--- config.mk ---
export PLATFORM = sky130hd
export DESIGN_NAME = wb_stage
export DESIGN_NICKNAME = d
export VERILOG_FILES = /design/src/rtl/wb_stage.sv
export SDC_FILE = /design/constraint.sdc
export NUM_CORES = 1
export LEC_CHECK = 0
export CAP_MARGIN = 5
export CORE_ASPECT_RATIO = 0.75
export CORE_MARGIN = 2
export CORE_UTILIZATION = 40
export DETAILED_ROUTE_END_ITERATION = 7
export HOLD_SLACK_MARGIN = 0.05
export PLACE_DENSITY = 0.8
export RECOVER_POWER = 25
export SLEW_MARGIN = 20
export SYNTH_ARGS = -nofsm -noshare
export SYNTH_HDL_FRONTEND = slang
export SYNTH_SLANG_ARGS = --single-unit
export TNS_END_PERCENT = 30
--- constraint.sdc ---
create_clock -name clk -period 2.1 [get_ports clk]
set_input_delay 0.21 -clock clk [delete_from_list [all_inputs] [get_ports clk]]
set_output_delay 0.21 -clock clk [all_outputs]
set_load 0.05 [all_outputs]
--- src/rtl/wb_stage.sv ---
// Writeback stage: latches the MEM/WB bundle and forms the register-file write.
// It also tracks the halt state and counts retired instructions for debug and perf.
module wb_stage #(
    parameter int unsigned DW = 16,
    parameter int unsigned RW = 3,
    parameter int unsigned CW = 16
) (
    input  logic          clk,
    input  logic          rst_n,
    input  logic          in_valid,
    input  logic          stall,
    input  logic          flush,
    input  logic [2:0]    out_sel,
    input  logic [DW-1:0] alu_res,
    input  logic [DW-1:0] mem_rdata,
    input  logic          mem_to_reg,
    input  logic [DW-1:0] rs_data,
    input  logic [DW-1:0] imm,
    input  logic [DW-1:0] pc_plus2,
    input  logic [RW-1:0] wr_reg,
    input  logic          reg_we,
    input  logic          halt,
    output logic [DW-1:0] wb_data,
    output logic [RW-1:0] wb_reg,
    output logic          wb_we,
    output logic          wb_valid,
    output logic          halted,
    output logic [CW-1:0] retire_cnt
);

    localparam logic [2:0] SEL_BTR   = 3'd0;
    localparam logic [2:0] SEL_STRUE = 3'd1;
    localparam logic [2:0] SEL_SFALS = 3'd2;
    localparam logic [2:0] SEL_LINK  = 3'd3;
    localparam logic [2:0] SEL_LBI   = 3'd4;
    localparam logic [2:0] SEL_SLBI  = 3'd5;
    localparam logic [2:0] SEL_RES   = 3'd6;
    localparam logic [2:0] SEL_RSVD  = 3'd7;

    typedef struct packed {
        logic [2:0]    out_sel;
        logic [DW-1:0] alu_res;
        logic [DW-1:0] mem_rdata;
        logic          mem_to_reg;
        logic [DW-1:0] rs_data;
        logic [DW-1:0] imm;
        logic [DW-1:0] pc_plus2;
        logic [RW-1:0] wr_reg;
        logic          reg_we;
        logic          halt;
    } bundle_t;

    typedef enum logic {
        ST_RUN    = 1'b0,
        ST_HALTED = 1'b1
    } state_t;

    state_t        r_state;
    state_t        w_state_nxt;
    logic          r_valid;
    bundle_t       r_bundle;
    bundle_t       w_bundle_in;
    logic [CW-1:0] r_retire_cnt;
    logic          w_run;
    logic          w_retire;
    logic [DW-1:0] w_rev;
    logic [DW-1:0] w_data;

    assign w_bundle_in = '{
        out_sel:    out_sel,
        alu_res:    alu_res,
        mem_rdata:  mem_rdata,
        mem_to_reg: mem_to_reg,
        rs_data:    rs_data,
        imm:        imm,
        pc_plus2:   pc_plus2,
        wr_reg:     wr_reg,
        reg_we:     reg_we,
        halt:       halt
    };

    assign w_run = (r_state == ST_RUN);

    // An entry retires on the edge it leaves the latch live and unsquashed.
    assign w_retire = r_valid & w_run & ~stall & ~flush;

    // FSM state register.
    always_ff @(posedge clk or negedge rst_n) begin
        if (!rst_n) begin
            r_state <= ST_RUN;
        end else begin
            r_state <= w_state_nxt;
        end
    end

    // FSM next state: a retiring HALT parks the stage until reset.
    always_comb begin
        w_state_nxt = r_state;
        case (r_state)
            ST_RUN: begin
                if (w_retire && r_bundle.halt) begin
                    w_state_nxt = ST_HALTED;
                end
            end
            ST_HALTED: begin
                w_state_nxt = ST_HALTED;
            end
            default: begin
                w_state_nxt = ST_RUN;
            end
        endcase
    end

    // MEM/WB latch: flush beats stall; nothing becomes valid once halted.
    always_ff @(posedge clk or negedge rst_n) begin
        if (!rst_n) begin
            r_valid  <= 1'b0;
            r_bundle <= '0;
        end else if (flush) begin
            r_valid  <= 1'b0;
        end else if (!stall) begin
            r_valid  <= in_valid & (w_state_nxt == ST_RUN);
            r_bundle <= w_bundle_in;
        end
    end

    // Retired-instruction counter, wraps silently.
    always_ff @(posedge clk or negedge rst_n) begin
        if (!rst_n) begin
            r_retire_cnt <= '0;
        end else if (w_retire) begin
            r_retire_cnt <= r_retire_cnt + CW'(1);
        end
    end

    // Bit reverse of the latched Rs operand.
    always_comb begin
        w_rev = '0;
        for (int i = 0; i < int'(DW); i++) begin
            w_rev[i] = r_bundle.rs_data[int'(DW) - 1 - i];
        end
    end

    // Result-select mux on the latched code.
    always_comb begin
        w_data = '0;
        case (r_bundle.out_sel)
            SEL_BTR:   w_data = w_rev;
            SEL_STRUE: w_data = DW'(1);
            SEL_SFALS: w_data = '0;
            SEL_LINK:  w_data = r_bundle.pc_plus2;
            SEL_LBI:   w_data = r_bundle.imm;
            SEL_SLBI:  w_data = (r_bundle.rs_data << 8) | DW'(r_bundle.imm[7:0]);
            SEL_RES:   w_data = r_bundle.mem_to_reg ? r_bundle.mem_rdata : r_bundle.alu_res;
            SEL_RSVD:  w_data = '0;
            default:   w_data = '0;
        endcase
    end

    assign wb_data    = w_data;
    assign wb_reg     = r_bundle.wr_reg;
    assign wb_valid   = r_valid & w_run;
    assign wb_we      = r_valid & w_run & r_bundle.reg_we & ~r_bundle.halt
                        & (r_bundle.out_sel != SEL_RSVD);
    assign halted     = (r_state == ST_HALTED);
    assign retire_cnt = r_retire_cnt;

endmodule

==> results of run 1 <==
-- kinds of logic after synthesis --
family                     count (synthesis)  share of synthesized area (%)
xor gates and xnor gates                  15                           2.69
adders and majority gates                  1                          0.256
and+or+nand+nor                           70                           7.81
muxes                                    105                           24.0
DFF                                      107                           54.8
buffers and inverters                     30                           2.84
AOI/OAI and AO/OA                         48                           7.58
-- power groups by stage --
| stage | clock network [mW] | registers [mW] | logic [mW] |
|---|---|---|---|
| floorplan | 0 | 2.63 | 1.04 |
| global placement | 0 | 2.59 | 1.86 |
| detailed placement | 0 | 2.61 | 1.90 |
| CTS | 1.79 | 2.57 | 1.95 |
| global route | 1.87 | 2.61 | 2.08 |
| finish | 1.75 | 2.57 | 1.96 |
-- timing repair --
action,in CTS,in global routing
buffers inserted,3,2
hold endpoints to repair,42,0
hold buffers,1,0
gates resized for setup,8,10
pin swaps,4,3
setup endpoints to repair,16,14
-- routing by layer --
metal  up-vias  part of all wire [%]  global-route usage [%]
li1       1640                     -                       -
met1      1781                    47                    26.9
met2       110                    47                    30.2
met3        13                   4.2                    4.43
met4         0                   1.3                    5.52
met5         -                     0                       0
-- cells in the mapped netlist (all sizes together), types with 3 or more instances --
master / count
nor3: 3
inv: 4
a21oi: 4
nand2: 10
a22oi: 4
a31oi: 3
buf: 16
nand4: 5
o22a: 3
a221oi: 15
mux2: 96
xor2: 8
xnor2: 7
clkbuf: 10
nor2b: 6
dfrtp: 107
o2bb2ai: 3
nor2: 30
mux2i: 9
a211oi: 9
o22ai: 3
nand3: 3
-- metrics by stage --
| step | setup WS (ps) | hold slack (ps) | power [mW] |
|---|---|---|---|
| 2_1_floorplan | -304 | -85.6 | 3.67 |
| 3_3_place_gp | 158 | 253 | 4.46 |
| 3_5_place_dp | 67.7 | 248 | 4.51 |
| 4_1_cts | -21.3 | 430 | 6.30 |
| 5_1_grt | -82.7 | 458 | 6.56 |
| 6_report | -45.7 | 428 | 6.28 |
-- cells in the final DEF (no fill, tap or decap), types with 8 or more instances in the layout --
cell type,instances
dfrtp_1,104
buf_12,13
xor2_1,8
a221oi_1,15
clkbuf_16,9
nand2_1,10
mux2_2,96
buf_4,22
clkdlybuf4s50_1,112
mux2i_1,9
nor2_1,27
-- path summary, 6_finish.rpt --
| kind | endpoint | slack, ps | cells past startpoint |
|---|---|---|---|
| max in group asynchronous | r_bundle[27] | 390 | 3 |
| min in group asynchronous | r_bundle[38] | 620 | 2 |
| max | wb_data[15] | -50 | 6 |
| min reg2reg | retire_cnt[15] | 480 | 1 |
| max reg2reg | retire_cnt[12] | 320 | 4 |
| min | r_bundle[87] | 430 | 3 |
-- area by class of cell --
| type | instances | area (µm²) |
|---|---|---|
| clock buffers | 9 | 225 |
| clock inverters | 7 | 83.8 |
| fillers | 968 | 4800 |
| inverters | 4 | 15.0 |
| multi-input cells | 239 | 2140 |
| flip-flops and latches | 107 | 2680 |
| well taps | 162 | 203 |
| repair buffers | 153 | 1590 |
-- worst min-delay path: stages --
cell,delay (ps)
clkdlybuf4s50_1,400
nand2_1,60
o21ai_0,60
==> flow_summary.yaml, run 1 <==
worst_setup_path:
  slowest_delay_ps: 440
  start_kind: "flip-flop"
  worstSetupEndpointType: "output port"
  crit_slowest_cell: "dfrtp_2"
  critPathKind: "flip-flop to output port"
  reg2reg_from: "halted"
  path_max_fanout: 10
  crit_arrival_ps: 1940
  path_cells: "buf_4 > mux2i_1 > a211oi_1 > a31oi_1 > a21oi_1 > buf_4"
  required_ps: 1890
  crit_top_cell: "buf_4"
  crit_path_start: "r_bundle[53]"
  cp_top_family: "compound AO/OA/AOI/OAI gates"
  critPathBufInv: 2
die:
  die_h_um: 99.7
  fp.dieArea_mm2: 0.0131
  coreArea_mm2: 0.0117
  placementRows: 34
  die_w_um: 132
  io_pins: 132
  start_util_pct: 41.6
sta:
  setup_ws_ps: -45.7
  finalHoldViolations: 0
  tns_ps: -45.7
  worst_pin_slew_ps: 1120
  finalClockSkew_ps: 5.80
  slew_viol_final: 0
  slew_headroom_pct: 25.1
  setup_violations: 1
  period_needed_ps: 2150
  max_freq_mhz: 466
  rsz0062_at_grt: "true"
  period_share_pct: 102
placed_design:
  place_hpwl_mm: 9.27
  dpl.cell_count: 659
  placed_cell_area_mm2: 0.00653
  portBuffers: 131
  place_congestion: 0.894
grt:
  grt_pass1_vias: 3705
  grt_pass1_wl_mm: 19.5
  antenna_found_initial: 0
  overflow: 0
  track_usage_pct: 19.2
  grt_max_degree: 61
synth:
  synth-seq-cells: 107
  async_flop_share_pct: 100
  synth_area_per_cell_um2: 13.0
  yosysTopAreaCell: "dfrtp_1"
  synthCells: 376
  syn_area_mm2: 0.00488
  synth-edff-count: 0
  syn_nets: 471
  yosysWarnings: 0
  synth_cell_types: 40
  ys_seq_area_share_pct: 54.8
  synth_area_leaders: "dfrtp_1 55%, mux2_2 22%, a221oi_1 2.7%, nor2_1 2.3%, mux2i_1 1.8%"
  synth-main-ff-cell: "dfrtp_1"
  synth_top_area_share_pct: 54.8
hold_path:
  min_from: "out_sel[1]"
  min-delay-path-class: "primary input to flip-flop"
route:
  drc: 0
  ant_nets: 0
  wl_mm: 12.3
  wire_per_inst_um: 18.0
  drt-initial-drc-count: 185
  via_per_inst: 5.20
  dr.pass1.iters: 4
  vias: 3544
power_and_ir_drop:
  ir_drop_mv: 0.486
  sw_frac_of_total_pct: 32.5
  intPower_mw: 4.24
  power.share.clock_pct: 27.8
  seqPwrFrac_pct: 40.9
  cellPowerDensity_mw_per_mm2: 905
  combPwrFrac_pct: 31.3
  switching_power_mw: 2.04
  p_leak_nw: 2.90
cells_and_area:
  nets: 609
  final_cells: 681
  synthToLayoutAreaGrowth_pct: 42.2
  final_cell_area_mm2: 0.00694
  antennaDiodeCount: 0
  final_core_util_pct: 59.1
  largest_reg_flops: 86
  drive_above_1_share_pct: 33.7
clocking:
  clk_pin_slew_ps: 70
  cts_tree: "done"
  clk-insertion-delay-late_ps: 350
  cts-root-buf: "clkbuf_16"
  cts_max_path_buffers: 2
  cts.sinks: 107
  cts.htree.levels: 3
  numCtsBuffers: 9
flow_run:
  cap_violations: 0
outcome:
  violations: "negative setup slack"
  status: "finished with violations"
No activity file was read; power rests on OpenSTA's default activity.
==> inputs of run 2 (changes only) <==
--- a/config.mk
+++ b/config.mk
@@ -10,6 +10,7 @@
 export CORE_MARGIN = 2
 export CORE_UTILIZATION = 40
 export DETAILED_ROUTE_END_ITERATION = 7
+export GPL_ROUTABILITY_DRIVEN = 0
 export HOLD_SLACK_MARGIN = 0.05
 export PLACE_DENSITY = 0.8
 export RECOVER_POWER = 25
==> results of run 2 <==
Final layout, timing and power as in run 1 (identical DEF).
==> inputs of run 3 (changes only) <==
--- a/config.mk
+++ b/config.mk
@@ -14,6 +14,7 @@
 export HOLD_SLACK_MARGIN = 0.05
 export PLACE_DENSITY = 0.8
 export RECOVER_POWER = 25
+export REMOVE_ABC_BUFFERS = 1
 export SLEW_MARGIN = 20
 export SYNTH_ARGS = -nofsm -noshare
 export SYNTH_HDL_FRONTEND = slang
==> run 3 against run 2 <==
Compared with the run above:
- the run now ends clean
- critical path depth did not move
- register-to-register slack improved by 170 ps
- design area rose by 0.99%
- combinational power rose by 3%
- first-iteration DRC count rose by 0.54%
- worst setup slack improved by 65 ps
- non-clock buffer count rose by 1
- fmax rose by 3.1%
- global-route usage rose by 0.052 points
- via count rose by 1.0%
- sequential power barely moved
- worst hold slack improved by 30 ps
- critical path type unchanged
- critical endpoint unchanged
- largest cell class unchanged
- highest routed layer unchanged
==> flow_summary.yaml, run 3 (synthesis results as in run 1) <==
outcome:
  status: "finished, final reports clean"
clocking:
  cts.sinks: 107
  clk_pin_slew_ps: 70
  cts_tree: "done"
  clk-insertion-delay-late_ps: 340
  numCtsBuffers: 9
  cts.htree.levels: 3
  cts_max_path_buffers: 2
  cts-root-buf: "clkbuf_16"
worst_setup_path:
  critPathKind: "flip-flop to output port"
  r2r-end: "retire_cnt[6]"
  critPathCapture: "wb_data[15]"
  r2r_slack_ps: 490
  path_max_fanout: 17
  r2r_cells: 5
  start_kind: "flip-flop"
  required_ps: 1890
  worstSetupEndpointType: "output port"
  crit_path_start: "r_bundle[87]"
  reg2reg_from: "halted"
  crit_arrival_ps: 1870
route:
  vias: 3580
  drt-initial-drc-count: 186
  drc: 0
  via_per_inst: 5.25
  dr.pass1.iters: 4
  wire_per_inst_um: 17.7
  ant_nets: 0
  wl_mm: 12.0
power_and_ir_drop:
  p_leak_nw: 2.91
  total_power_mw: 6.45
  ir_drop_mv: 0.494
  cellPowerDensity_mw_per_mm2: 919
sta:
  finalHoldViolations: 0
  rsz0062_at_grt: "true"
  period_needed_ps: 2080
  setup_violations: 0
  max_freq_mhz: 481
  whs_ps: 458
  setup_ws_ps: 19.3
  worst_pin_slew_ps: 740
  tns_ps: 0
  period_share_pct: 99.1
  finalClockSkew_ps: 4.36
  slew_viol_final: 0
  slew_headroom_pct: 50.7
die:
  die_w_um: 132
  coreArea_mm2: 0.0117
  die_h_um: 99.7
  fp.dieArea_mm2: 0.0131
  placementRows: 34
  io_pins: 132
  start_util_pct: 41.6
grt:
  track_usage_pct: 19.3
  grt_pass1_wl_mm: 20.0
  antenna_found_initial: 0
  overflow: 0
  grt_pass1_vias: 3752
  grt_max_degree: 62
placed_design:
  place_ws_ps: 131
  place_hpwl_mm: 8.72
  portBuffers: 131
  placed_cell_area_mm2: 0.00656
cells_and_area:
  layout_common_cells: "113 x clkdlybuf4s50_1, 104 x dfrtp_1, 96 x mux2_2, 29 x nor2_1, 20 x buf_4"
  final_common_cell: "clkdlybuf4s50_1"
  drive_above_1_share_pct: 33.1
  final_cell_area_mm2: 0.00701
  fillers: 953
  synthToLayoutAreaGrowth_pct: 43.6
  nets: 610
  antennaDiodeCount: 0
  largest_reg_flops: 86
flow_run:
  cap_violations: 0
hold_path:
  min-delay-path-class: "primary input to async pin"
==> run 3: metal layers <==
metal	share of wire (%)	up-vias	track usage, %
met5	0	-	0
met4	1.3	0	5.10
met3	6.1	14	4.59
met2	48	120	31.0
met1	45	1801	26.5
li1	-	1645	-
==> run 3: metrics by stage <==
| step | cells | utilization (%) |
|---|---|---|
| floorplan | 350 | - |
| global placement | 658 | 55.9 |
| detailed placement | 658 | 55.9 |
| CTS | 678 | 59.3 |
| global route | 682 | 59.7 |
| finish | 682 | 59.7 |
==> run 3: repair_timing <==
action                                 in CTS  in global routing
pin swaps                                   1                  1
endpoints found under the hold margin      27                  0
buffers inserted                            3                  4
hold buffers                                1                  0
setup endpoints to repair                  16                 16
gates cloned                                0                  0
resized for setup                           9                  9
==> run 3: how the worst min path moves through the flow <==
stage	to	cells past startpoint	from	slack [ps]
2_1_floorplan	halted	0	rst_n	-90
3_3_place_gp	r_bundle[61]	1	rst_n	160
3_5_place_dp	r_bundle[77]	1	rst_n	170
4_1_cts	r_bundle[77]	2	rst_n	340
5_1_grt	r_bundle[85]	2	alu_res[15]	480
6_report	r_bundle[51]	2	rst_n	460
==> run 3: report_power, final <==
| part | internal (mW) | leakage, nW | switching [mW] |
|---|---|---|---|
| sequential | 2.35 | 1.28 | 0.213 |
| clock | 1.11 | 0.162 | 0.756 |
| combinational | 1.00 | 1.47 | 1.01 |
| total | 4.47 | 2.91 | 1.98 |
==> run 3: final cells by class <==
cell class | count | area, µm² | area share, %
clock buffers | 11 | 253 | 3.60
multi-input cells | 239 | 2120 | 30.2
well taps | 162 | 203 | 2.89
flip-flops and latches | 107 | 2680 | 38.2
repair buffers | 154 | 1660 | 23.7
clock inverters | 5 | 85.1 | 1.21
inverters | 4 | 15.0 | 0.214
==> run 3: critical path: stages (launching register included) <==
cell and delay (ps):
dfrtp_2 490, buf_8 210, nor2_1 70, a211oi_1 220, a31oi_1 70, a21oi_1 220
buf_4 240
